===== src/rtl/paint_pkg.sv =====
// Shared paint-path types and constants, used by the command decoder,
// the pixel store and the colour decode.
package paint_pkg;

  localparam int         COORD_W     = 10;
  localparam int         X_MAX_DEF   = 640;
  localparam int         Y_MAX_DEF   = 480;
  localparam int         TIMEOUT_DEF = 25175;
  localparam logic [3:0] HDR_TAG_DEF = 4'hA;

  // Bit positions inside the sticky error vector {overrun, timeout, range, cksum, sync}.
  localparam int ERR_W       = 5;
  localparam int ERR_SYNC    = 0;
  localparam int ERR_CKSUM   = 1;
  localparam int ERR_RANGE   = 2;
  localparam int ERR_TIMEOUT = 3;
  localparam int ERR_OVERRUN = 4;

  typedef logic [2:0]         color_t;
  typedef logic [COORD_W-1:0] coord_t;

  typedef struct packed {
    logic   brush;
    color_t color;
    coord_t x;
    coord_t y;
  } paint_cmd_t;

  typedef enum logic [2:0] {
    ST_IDLE,
    ST_HI,
    ST_XLO,
    ST_YLO,
    ST_CK
  } dec_state_e;

  function automatic logic coord_ok(coord_t c, int unsigned lim);
    return {{(32-COORD_W){1'b0}}, c} < lim;
  endfunction

endpackage


===== src/rtl/paint_cmd_decoder_if.sv =====
// Byte-stream input and paint-command output bundle of the command decoder.
interface paint_cmd_decoder_if;
  import paint_pkg::*;

  logic       byte_valid;
  logic [7:0] byte_data;
  logic       cmd_valid;
  logic       cmd_ready;
  logic       cmd_brush;
  color_t     cmd_color;
  coord_t     cmd_x;
  coord_t     cmd_y;

  modport master (
    output byte_valid, byte_data, cmd_ready,
    input  cmd_valid, cmd_brush, cmd_color, cmd_x, cmd_y
  );

  modport slave (
    input  byte_valid, byte_data, cmd_ready,
    output cmd_valid, cmd_brush, cmd_color, cmd_x, cmd_y
  );

endinterface


===== src/rtl/paint_gap_timer.sv =====
// Inter-byte gap timer: counts idle cycles while a frame is open and pulses
// on the cycle the allowed gap runs out.
module paint_gap_timer #(
  parameter int TIMEOUT_CYCLES = 25175
) (
  input  logic clk,
  input  logic reset,
  input  logic en_i,
  input  logic byte_i,
  output logic expire_o
);

  localparam int            CW   = (TIMEOUT_CYCLES > 1) ? $clog2(TIMEOUT_CYCLES) : 1;
  localparam logic [CW-1:0] LAST = CW'(TIMEOUT_CYCLES - 1);

  logic [CW-1:0] cnt_q, cnt_d;

  // A byte on the expiry cycle wins, so expiry is gated by byte_i.
  always_comb begin
    expire_o = en_i && !byte_i && (cnt_q == LAST);
    cnt_d    = cnt_q + CW'(1);
    if (!en_i || byte_i || expire_o) cnt_d = '0;
  end

  always_ff @(posedge clk or posedge reset) begin
    if (reset) cnt_q <= '0;
    else       cnt_q <= cnt_d;
  end

endmodule


===== src/rtl/paint_cmd_decoder.sv =====
// Paint frame decoder: assembles 5-byte frames from the SPI byte stream,
// validates them and hands one paint command at a time to the pixel store.
//   state   | meaning
//   IDLE    | hunting for a header byte
//   HI      | expecting the coordinate high bits
//   XLO/YLO | expecting the x / y low byte
//   CK      | expecting the checksum; the frame is judged on this byte
module paint_cmd_decoder
  import paint_pkg::*;
#(
  parameter int         X_MAX          = X_MAX_DEF,
  parameter int         Y_MAX          = Y_MAX_DEF,
  parameter int         TIMEOUT_CYCLES = TIMEOUT_DEF,
  parameter logic [3:0] HDR_TAG        = HDR_TAG_DEF
) (
  input  logic               clk,
  input  logic               reset,
  paint_cmd_decoder_if.slave bus,
  input  logic               clear_err,
  output logic [ERR_W-1:0]   err_flags,
  output logic [7:0]         drop_count
);

  dec_state_e       state_q;
  logic             brush_q;
  color_t           color_q;
  coord_t           x_q, y_q;
  logic [7:0]       xor_q;
  paint_cmd_t       cmd_q;
  logic             cmd_valid_q;
  logic [ERR_W-1:0] err_q, err_d;
  logic [7:0]       drop_q, drop_d;

  logic             bv;
  logic [7:0]       bd;
  logic             tmr_expire;
  logic             hdr_ok, ck_bad, rng_bad, out_busy, ck_evt, load, sync_set;
  logic [ERR_W-1:0] drop_set;

  assign bv = bus.byte_valid;
  assign bd = bus.byte_data;

  paint_gap_timer #(
    .TIMEOUT_CYCLES (TIMEOUT_CYCLES)
  ) u_gap (
    .clk      (clk),
    .reset    (reset),
    .en_i     (state_q != ST_IDLE),
    .byte_i   (bv),
    .expire_o (tmr_expire)
  );

  // Frame judgement in priority order; at most one drop reason per frame.
  always_comb begin
    hdr_ok   = (bd[7:4] == HDR_TAG);
    ck_bad   = (bd != xor_q);
    rng_bad  = !coord_ok(x_q, X_MAX) || !coord_ok(y_q, Y_MAX);
    out_busy = cmd_valid_q && !bus.cmd_ready;
    ck_evt   = (state_q == ST_CK) && bv;
    sync_set = (state_q == ST_IDLE) && bv && !hdr_ok;
    drop_set = '0;
    if (tmr_expire) begin
      drop_set[ERR_TIMEOUT] = 1'b1;
    end else if (ck_evt) begin
      if (ck_bad)        drop_set[ERR_CKSUM]   = 1'b1;
      else if (rng_bad)  drop_set[ERR_RANGE]   = 1'b1;
      else if (out_busy) drop_set[ERR_OVERRUN] = 1'b1;
    end
    load = ck_evt && !ck_bad && !rng_bad && !out_busy;

    err_d           = err_q | drop_set;
    err_d[ERR_SYNC] = err_d[ERR_SYNC] | sync_set;
    drop_d          = drop_q;
    if ((|drop_set) && (drop_q != 8'hFF)) drop_d = drop_q + 8'd1;
    if (clear_err) begin
      err_d  = '0;
      drop_d = '0;
    end
  end

  always_ff @(posedge clk or posedge reset) begin
    if (reset) begin
      state_q     <= ST_IDLE;
      brush_q     <= 1'b0;
      color_q     <= '0;
      x_q         <= '0;
      y_q         <= '0;
      xor_q       <= '0;
      cmd_q       <= '0;
      cmd_valid_q <= 1'b0;
      err_q       <= '0;
      drop_q      <= '0;
    end else begin
      err_q  <= err_d;
      drop_q <= drop_d;

      // A transfer and a fresh load in the same cycle keeps cmd_valid high.
      if (load) begin
        cmd_q.brush <= brush_q;
        cmd_q.color <= color_q;
        cmd_q.x     <= x_q;
        cmd_q.y     <= y_q;
        cmd_valid_q <= 1'b1;
      end else if (cmd_valid_q && bus.cmd_ready) begin
        cmd_valid_q <= 1'b0;
      end

      if (tmr_expire) begin
        state_q <= ST_IDLE;
      end else if (bv) begin
        case (state_q)
          ST_IDLE: begin
            if (hdr_ok) begin
              brush_q <= bd[3];
              color_q <= bd[2:0];
              xor_q   <= bd;
              state_q <= ST_HI;
            end
          end
          ST_HI: begin
            x_q     <= {bd[5:4], x_q[7:0]};
            y_q     <= {bd[1:0], y_q[7:0]};
            xor_q   <= xor_q ^ bd;
            state_q <= ST_XLO;
          end
          ST_XLO: begin
            x_q     <= {x_q[COORD_W-1:8], bd};
            xor_q   <= xor_q ^ bd;
            state_q <= ST_YLO;
          end
          ST_YLO: begin
            y_q     <= {y_q[COORD_W-1:8], bd};
            xor_q   <= xor_q ^ bd;
            state_q <= ST_CK;
          end
          default: state_q <= ST_IDLE;
        endcase
      end
    end
  end

  assign bus.cmd_valid = cmd_valid_q;
  assign bus.cmd_brush = cmd_q.brush;
  assign bus.cmd_color = cmd_q.color;
  assign bus.cmd_x     = cmd_q.x;
  assign bus.cmd_y     = cmd_q.y;
  assign err_flags     = err_q;
  assign drop_count    = drop_q;

endmodule


===== src/flat_wrapper.sv =====
// flat-port wrapper written by rule: the top's interface ports become plain ports
module paint_cmd_decoder_flat import paint_pkg::*;
#(
  parameter int         X_MAX          = X_MAX_DEF,
  parameter int         Y_MAX          = Y_MAX_DEF,
  parameter int         TIMEOUT_CYCLES = TIMEOUT_DEF,
  parameter logic [3:0] HDR_TAG        = HDR_TAG_DEF
)
  (clk, reset, clear_err, err_flags, drop_count, bus_byte_valid, bus_byte_data, bus_cmd_ready, bus_cmd_valid, bus_cmd_brush, bus_cmd_color, bus_cmd_x, bus_cmd_y);
  paint_cmd_decoder_if bus_i ();
  input  logic clk;
  input  logic reset;
  input  logic clear_err;
  output logic [ERR_W-1:0] err_flags;
  output logic [7:0] drop_count;
  input wire logic [$bits(bus_i.byte_valid)-1:0] bus_byte_valid;
  input wire logic [$bits(bus_i.byte_data)-1:0] bus_byte_data;
  input wire logic [$bits(bus_i.cmd_ready)-1:0] bus_cmd_ready;
  output wire logic [$bits(bus_i.cmd_valid)-1:0] bus_cmd_valid;
  output wire logic [$bits(bus_i.cmd_brush)-1:0] bus_cmd_brush;
  output wire logic [$bits(bus_i.cmd_color)-1:0] bus_cmd_color;
  output wire logic [$bits(bus_i.cmd_x)-1:0] bus_cmd_x;
  output wire logic [$bits(bus_i.cmd_y)-1:0] bus_cmd_y;
  assign bus_i.byte_valid = bus_byte_valid;
  assign bus_i.byte_data = bus_byte_data;
  assign bus_i.cmd_ready = bus_cmd_ready;
  assign bus_cmd_valid = bus_i.cmd_valid;
  assign bus_cmd_brush = bus_i.cmd_brush;
  assign bus_cmd_color = bus_i.cmd_color;
  assign bus_cmd_x = bus_i.cmd_x;
  assign bus_cmd_y = bus_i.cmd_y;
  paint_cmd_decoder #(.X_MAX(X_MAX), .Y_MAX(Y_MAX), .TIMEOUT_CYCLES(TIMEOUT_CYCLES), .HDR_TAG(HDR_TAG)) u_core (.clk(clk), .reset(reset), .bus(bus_i), .clear_err(clear_err), .err_flags(err_flags), .drop_count(drop_count));
endmodule

===== config.mk =====
export PLATFORM = sky130hd
export DESIGN_NAME = paint_cmd_decoder_flat
export DESIGN_NICKNAME = d
export VERILOG_FILES = /design/src/rtl/paint_pkg.sv /design/src/rtl/paint_cmd_decoder_if.sv /design/src/rtl/paint_gap_timer.sv /design/src/rtl/paint_cmd_decoder.sv /design/src/flat_wrapper.sv
export SDC_FILE = /design/constraint.sdc
export NUM_CORES = 1
export LEC_CHECK = 0
export CAP_MARGIN = 40
export CORE_ASPECT_RATIO = 1.25
export CORE_UTILIZATION = 45
export CTS_CLUSTER_DIAMETER = 50
export DETAILED_ROUTE_END_ITERATION = 8
export PLACE_DENSITY = 0.67
export SYNTH_ARGS = -nofsm -noshare
export SYNTH_HDL_FRONTEND = slang
export SYNTH_SLANG_ARGS = --single-unit

===== constraint.sdc =====
create_clock -name clk -period 4.3 [get_ports clk]
set_input_delay 0.86 -clock clk [delete_from_list [all_inputs] [get_ports clk]]
set_output_delay 0.86 -clock clk [all_outputs]
set_load 0.01 [all_outputs]

---- Word-level counts from Yosys, hierarchy flattened ----
Index checks and enable logic that the tools add are counted.
Widths: inputs -> output; s select.
cells by class
  add/subtract/negate cells ............... 2
  magnitude comparators ................... 2
  equality and inequality tests ........... 10
  multiplexer cells ....................... 25
  bitwise operators ....................... 7
  reduce and logical (&&, ||, !) cells .... 38
operator list
  operator               number
  $pmux 10 s2            2
  $mux 8                 3
  $reduce_and 4->1       6
  $pmux 8 s2             1
  $add 15x1->15 const B  1
  $eq 15x15->1 const B   1
  $mux 15                1
  $pmux 3 s4             1
  $logic_and 1x1->1      11
  $mux 1                 11
  $lt 10x10->1 const B   1
  $lt 10x9->1 const B    1
  $logic_not 1->1        9
  $mux 3                 3
  $add 8x1->8 const B    1
  $ne 8x8->1             1
  $ne 8x8->1 const B     1
  $reduce_bool 2->1      4
  $xor 8x8->8            1
  $eq 3x2->1 const B     2
  $mux 5                 1
  $or 5x5->5             1
  $eq 4x4->1 const B     1
  $mux 2                 2
  other kinds (12)       17
word-level totals
  flip-flop bits (word level) ............. 88
  input port bits ......................... 13
  output and inout port bits .............. 38

---- Longest topological paths before layout ----
  word-level depth ........................ 11
  mapped depth ............................ 9
  depth with buffers taken out ............ 8

---- By module ----
A second synthesis with hierarchy kept.
unflattened totals
  cell total of the unflattened synthesis .. 337
  area, all modules ....................... 4,098.9 um2
by module, submodules not included
  module             instances  cells each  area each (um2)  sequential area each (um2)
  paint_cmd_decoder  1          260         3,325.7          1,826.8
  paint_gap_timer    1          77          773.2            375.4

---- Worst setup path after synthesis ----
Ideal clock, no wire load.
  path kind ............................... in2reg
  start point ............................. input bus_byte_data[4]
  end point ............................... register u_core.cmd_q (netlist bit u_core.bus.cmd_color[0])
  arrival ................................. 2,508 ps
  path slack .............................. 1,664 ps
  stages on the path ...................... 8
  path buffers ............................ 2
  cells stage by stage .................... buf_2 xor2_1 nor4_1 nand2_1 or3_4 nor2_8 buf_8 mux2_1
between the ends
  word-level cells in the longest chain between the ends .. 5
RTL lines
  item                            RTL line                 source
  start: declaration              flat_wrapper.sv:17       input wire logic [$bits(bus_i.byte_data)-1:0] bus_byte_data;
  $ne 8x8->1                      paint_cmd_decoder.sv:56  ck_bad = (bd != xor_q);
  $logic_not 1->1                 paint_cmd_decoder.sv:69  load = ck_evt && !ck_bad && !rng_bad && !out_busy;
  $logic_and 1x1->1 (3 in a row)  paint_cmd_decoder.sv:69
  end: declaration                paint_cmd_decoder.sv:29  paint_cmd_t cmd_q;
No other way between the ends.
A chain may end at the register's enable or synchronous reset.

---- Worst setup path in the final report ----
  start point ............................. input bus_byte_data[3]
  end point ............................... register u_core.cmd_q (netlist bit u_core.bus.cmd_y[6])
The elaborated chain is that of the path after synthesis.

==> results.json <==
{
  "ys_top_cells_by_area": "sky130_fd_sc_hd__dfrtp_1, sky130_fd_sc_hd__mux2_2, sky130_fd_sc_hd__xor2_1",
  "tritoncts_clock_tree": "built",
  "fin_tns_setup_ns": 0,
  "worst_setup_path_start_kind": "primary input",
  "critical_path_peak_fanout": 24,
  "diodes": 0,
  "synth.avg_cell_area_um2": 11.9,
  "die_width_um": 86.6,
  "postSynthCellCount": 339,
  "power.ir.vdd_worst_v": 0.000305,
  "yosys_warnings": 0,
  "hpwl_mm": 5.36,
  "layout-area-overhead-vs-synth_pct": 19.4,
  "cp_slowest_stage_delay_ns": 0.54,
  "min_from": "u_core.bus.cmd_x[5]",
  "synthTopCellsByCount": "sky130_fd_sc_hd__dfrtp_1, sky130_fd_sc_hd__nor2_1, sky130_fd_sc_hd__mux2_2, sky130_fd_sc_hd__a21oi_1, sky130_fd_sc_hd__xor2_1",
  "report.final.hold_viol_count": 0,
  "cts.hold.buffers_added": 0,
  "gp_routability_congestion": 0.779,
  "post-place-ws_ns": 0.673,
  "postRouteAntennaNets": 0,
  "dominantRegCellSynth": "sky130_fd_sc_hd__dfrtp_1",
  "drt-wirelength-per-cell_um": 15.1,
  "worstSetupEndpointType": "register",
  "synth-seq-cells": 88,
  "ff2ff_path_depth": 6,
  "pwr_density_cell_nw_per_um2": 468,
  "cp_data_arrival_time_ns": 3.47,
  "setup.worst_path.start": "bus_byte_data[3]",
  "dp_cells": 500,
  "synth_area_um2": 4020,
  "postCtsResizedCells": 0,
  "drt_drc_violations_left": 0,
  "cp.required_ns": 4.56,
  "die_area_um2": 9320,
  "synth_most_common_cell": "sky130_fd_sc_hd__dfrtp_1",
  "core_area_um2": 8650,
  "finalSetupViolations": 0,
  "worst_hold_path_type": "reg -> reg",
  "die-height_um": 108,
  "global_route_wire_length_before_repair_mm": 13.0,
  "crit_type": "in -> reg",
  "cts_clock_pin_slew_for_the_worst_setup_and_hold_paths_ns": 0.09,
  "dr_total_vias": 2745,
  "layout_cells_sized_above_1_pct": 17.9,
  "async_reset_ff_share_pct": 100,
  "status": "finished, final reports clean",
  "timing.rr.end": "u_core.bus.cmd_y[6]",
  "first_global_vias": 2693,
  "drt_first_pass_iters": 4,
  "critical_path.cell_chain": "clkdlybuf4s50_1 -> xor2_1 -> nor4_1 -> nand2_1 -> or3_4 -> nor2_8 -> mux2_2",
  "period_needed_ns": 3.21,
  "portBuffers": 50,
  "power.static_leakage_nw": 2.07,
  "netlist.top_cell.by_area": "sky130_fd_sc_hd__dfrtp_1",
  "register_to_register_setup_slack_ns": 1.74,
  "clock-root-buffer": "sky130_fd_sc_hd__clkbuf_8",
  "fp-row-count": 38,
  "synth_enable_flop_cells": 0,
  "syn_nets": 355,
  "timing.final.ws_setup_ns": 1.09,
  "final_cells": 516,
  "level_count_of_the_clock_h_tree": 3,
  "tightest_slew_ns": 0.899,
  "worst-path-buf-inv": 1,
  "hold-path-endpoint": "u_core.bus.cmd_x[5]",
  "detail_route.vias_per_cell": 5.32,
  "achievable_freq_ghz": 0.311,
  "synth_sequential_area_ratio_pct": 54.8,
  "hold-path-cell-count": 1,
  "totalWireLength_mm": 7.80,
  "max_cap_violations": 0,
  "floorplan.initialDensity_pct": 46.5,
  "top_level_ports": 51,
  "grt-ovfl-total": 0,
  "cell_with_the_biggest_individual_delay_on_the_critical_path": "sky130_fd_sc_hd__clkdlybuf4s50_1",
  "drt_iter0_drc": 107,
  "cp_top_family": "simple AND/OR/NAND/NOR gates",
  "tritoncts.num_buffers": 9,
  "final_max_slew_viol_count": 0,
  "unrepaired_setup_endpoints_after_global_routing": "no",
  "post-route-period-util_pct": 74.7,
  "ys_types": 44,
  "post-synth-top-area-fraction_pct": 54.8,
  "hold-worst-slack_ns": 0.494,
  "max-clock-path-buffers": 2,
  "postCtsSetupRepairBufs": 0,
  "clock_skew_ns": 0.00987,
  "initial_antenna_violation_count": 0,
  "nets": 407,
  "cts_sinks": 88,
  "gr-usage-all-layers_pct": 18.4,
  "r2r_start": "u_core.xor_q[2]",
  "relSlewSlack_pct": 39.8,
  "clock_insertion_delay_worst_skew_ns": 0.37,
  "grt_max_degree": 37
}
-- layout by cell type, fill, tap and decap left out, drive strengths merged, types with 2 or more instances in the layout --
master	n
nor2	36
or3	4
and4bb	3
mux2	48
nor3	3
dfrtp	88
nor4	4
a22oi	2
buf	6
o31ai	3
nand2	13
or4	3
clkdlybuf4s50	50
o21ai	14
xnor2	4
nand4	10
clkinvlp	3
a21oi	23
mux2i	2
ha	3
nand3	17
xor2	18
nand2b	2
nor2b	3
inv	8
clkbuf	11
and3	2
nand4b	2
-- how the worst max path moves through the flow --
stage                     slack, ns                   to  depth (start not counted)
final                          1.09  u_core.bus.cmd_y[6]                          7
after global routing           1.01  u_core.bus.cmd_x[9]                          7
after CTS                      1.07  u_core.bus.cmd_y[8]                          7
after detailed placement       0.67  u_core.bus.cmd_x[9]                          7
after global placement         0.75  u_core.bus.cmd_y[6]                          7
after floorplan                1.16       u_core.brush_q                          1
-- metal layers --
| layer | track usage, % | routed length, um | part of all wire, % | vias to the layer above |
|---|---|---|---|---|
| li1 | - | - | - | 1307 |
| met1 | 23.9 | 3620 | 46 | 1379 |
| met2 | 29.1 | 3760 | 48 | 46 |
| met3 | 4.06 | 263 | 3.4 | 13 |
| met4 | 8.81 | 157 | 2.0 | 0 |
| met5 | 0 | 0 | 0 | - |
-- through the flow --
stage	util, %	cell area [um2]	total power [mW]
finish	55.5	4800	2.25
global route	55.5	4800	2.39
CTS	55.5	4800	2.26
detailed placement	53.4	4620	1.73
global placement	53.4	4620	1.71
floorplan	-	4020	1.58
-- flip-flops by register name, indices dropped and copies added, names as in the netlist, 3 cells and up --
signal / flops
u_core.y_q: 10
u_core.bus.cmd_y: 10
u_core.u_gap.cnt_q: 15
u_core.x_q: 10
u_core.state_q: 3
u_core.err_flags: 5
u_core.bus.cmd_color: 3
u_core.xor_q: 8
u_core.color_q: 3
u_core.drop_count: 8
u_core.bus.cmd_x: 10
-- worst register-to-register path, stage by stage, from the launching register on --
cell	delay [ns]
sky130_fd_sc_hd__dfrtp_1	0.41
sky130_fd_sc_hd__xor2_1	0.17
sky130_fd_sc_hd__nor4_1	0.49
sky130_fd_sc_hd__nand2_1	0.18
sky130_fd_sc_hd__or3_4	0.41
sky130_fd_sc_hd__nor2_8	0.40
sky130_fd_sc_hd__mux2_2	0.39
-- kinds of logic after synthesis --
logic type / share of synthesized area (%)
DFF: 54.8
buffers and inverters: 3.05
muxes: 14.9
and+or+nand+nor: 14.9
AOI/OAI and AO/OA: 6.69
xor gates and xnor gates: 4.79
adders and majority gates: 0.934
-- area by class of cell --
class	count	area (um2)
timing repair buffer	56	546
sequential	88	2200
clock inverter	5	40.0
tap	120	150
clock buffer	11	141
fill	775	3850
inverter	7	27.5
multi-input combinational	229	1700
-- where the power goes --
| group | internal, mW | leakage (nW) | switching [mW] |
|---|---|---|---|
| clock network | 0.230 | 0.0826 | 0.302 |
| registers | 1.01 | 1.16 | 0.168 |
| logic | 0.273 | 0.831 | 0.266 |
Power figures use the tool's default switching activity.
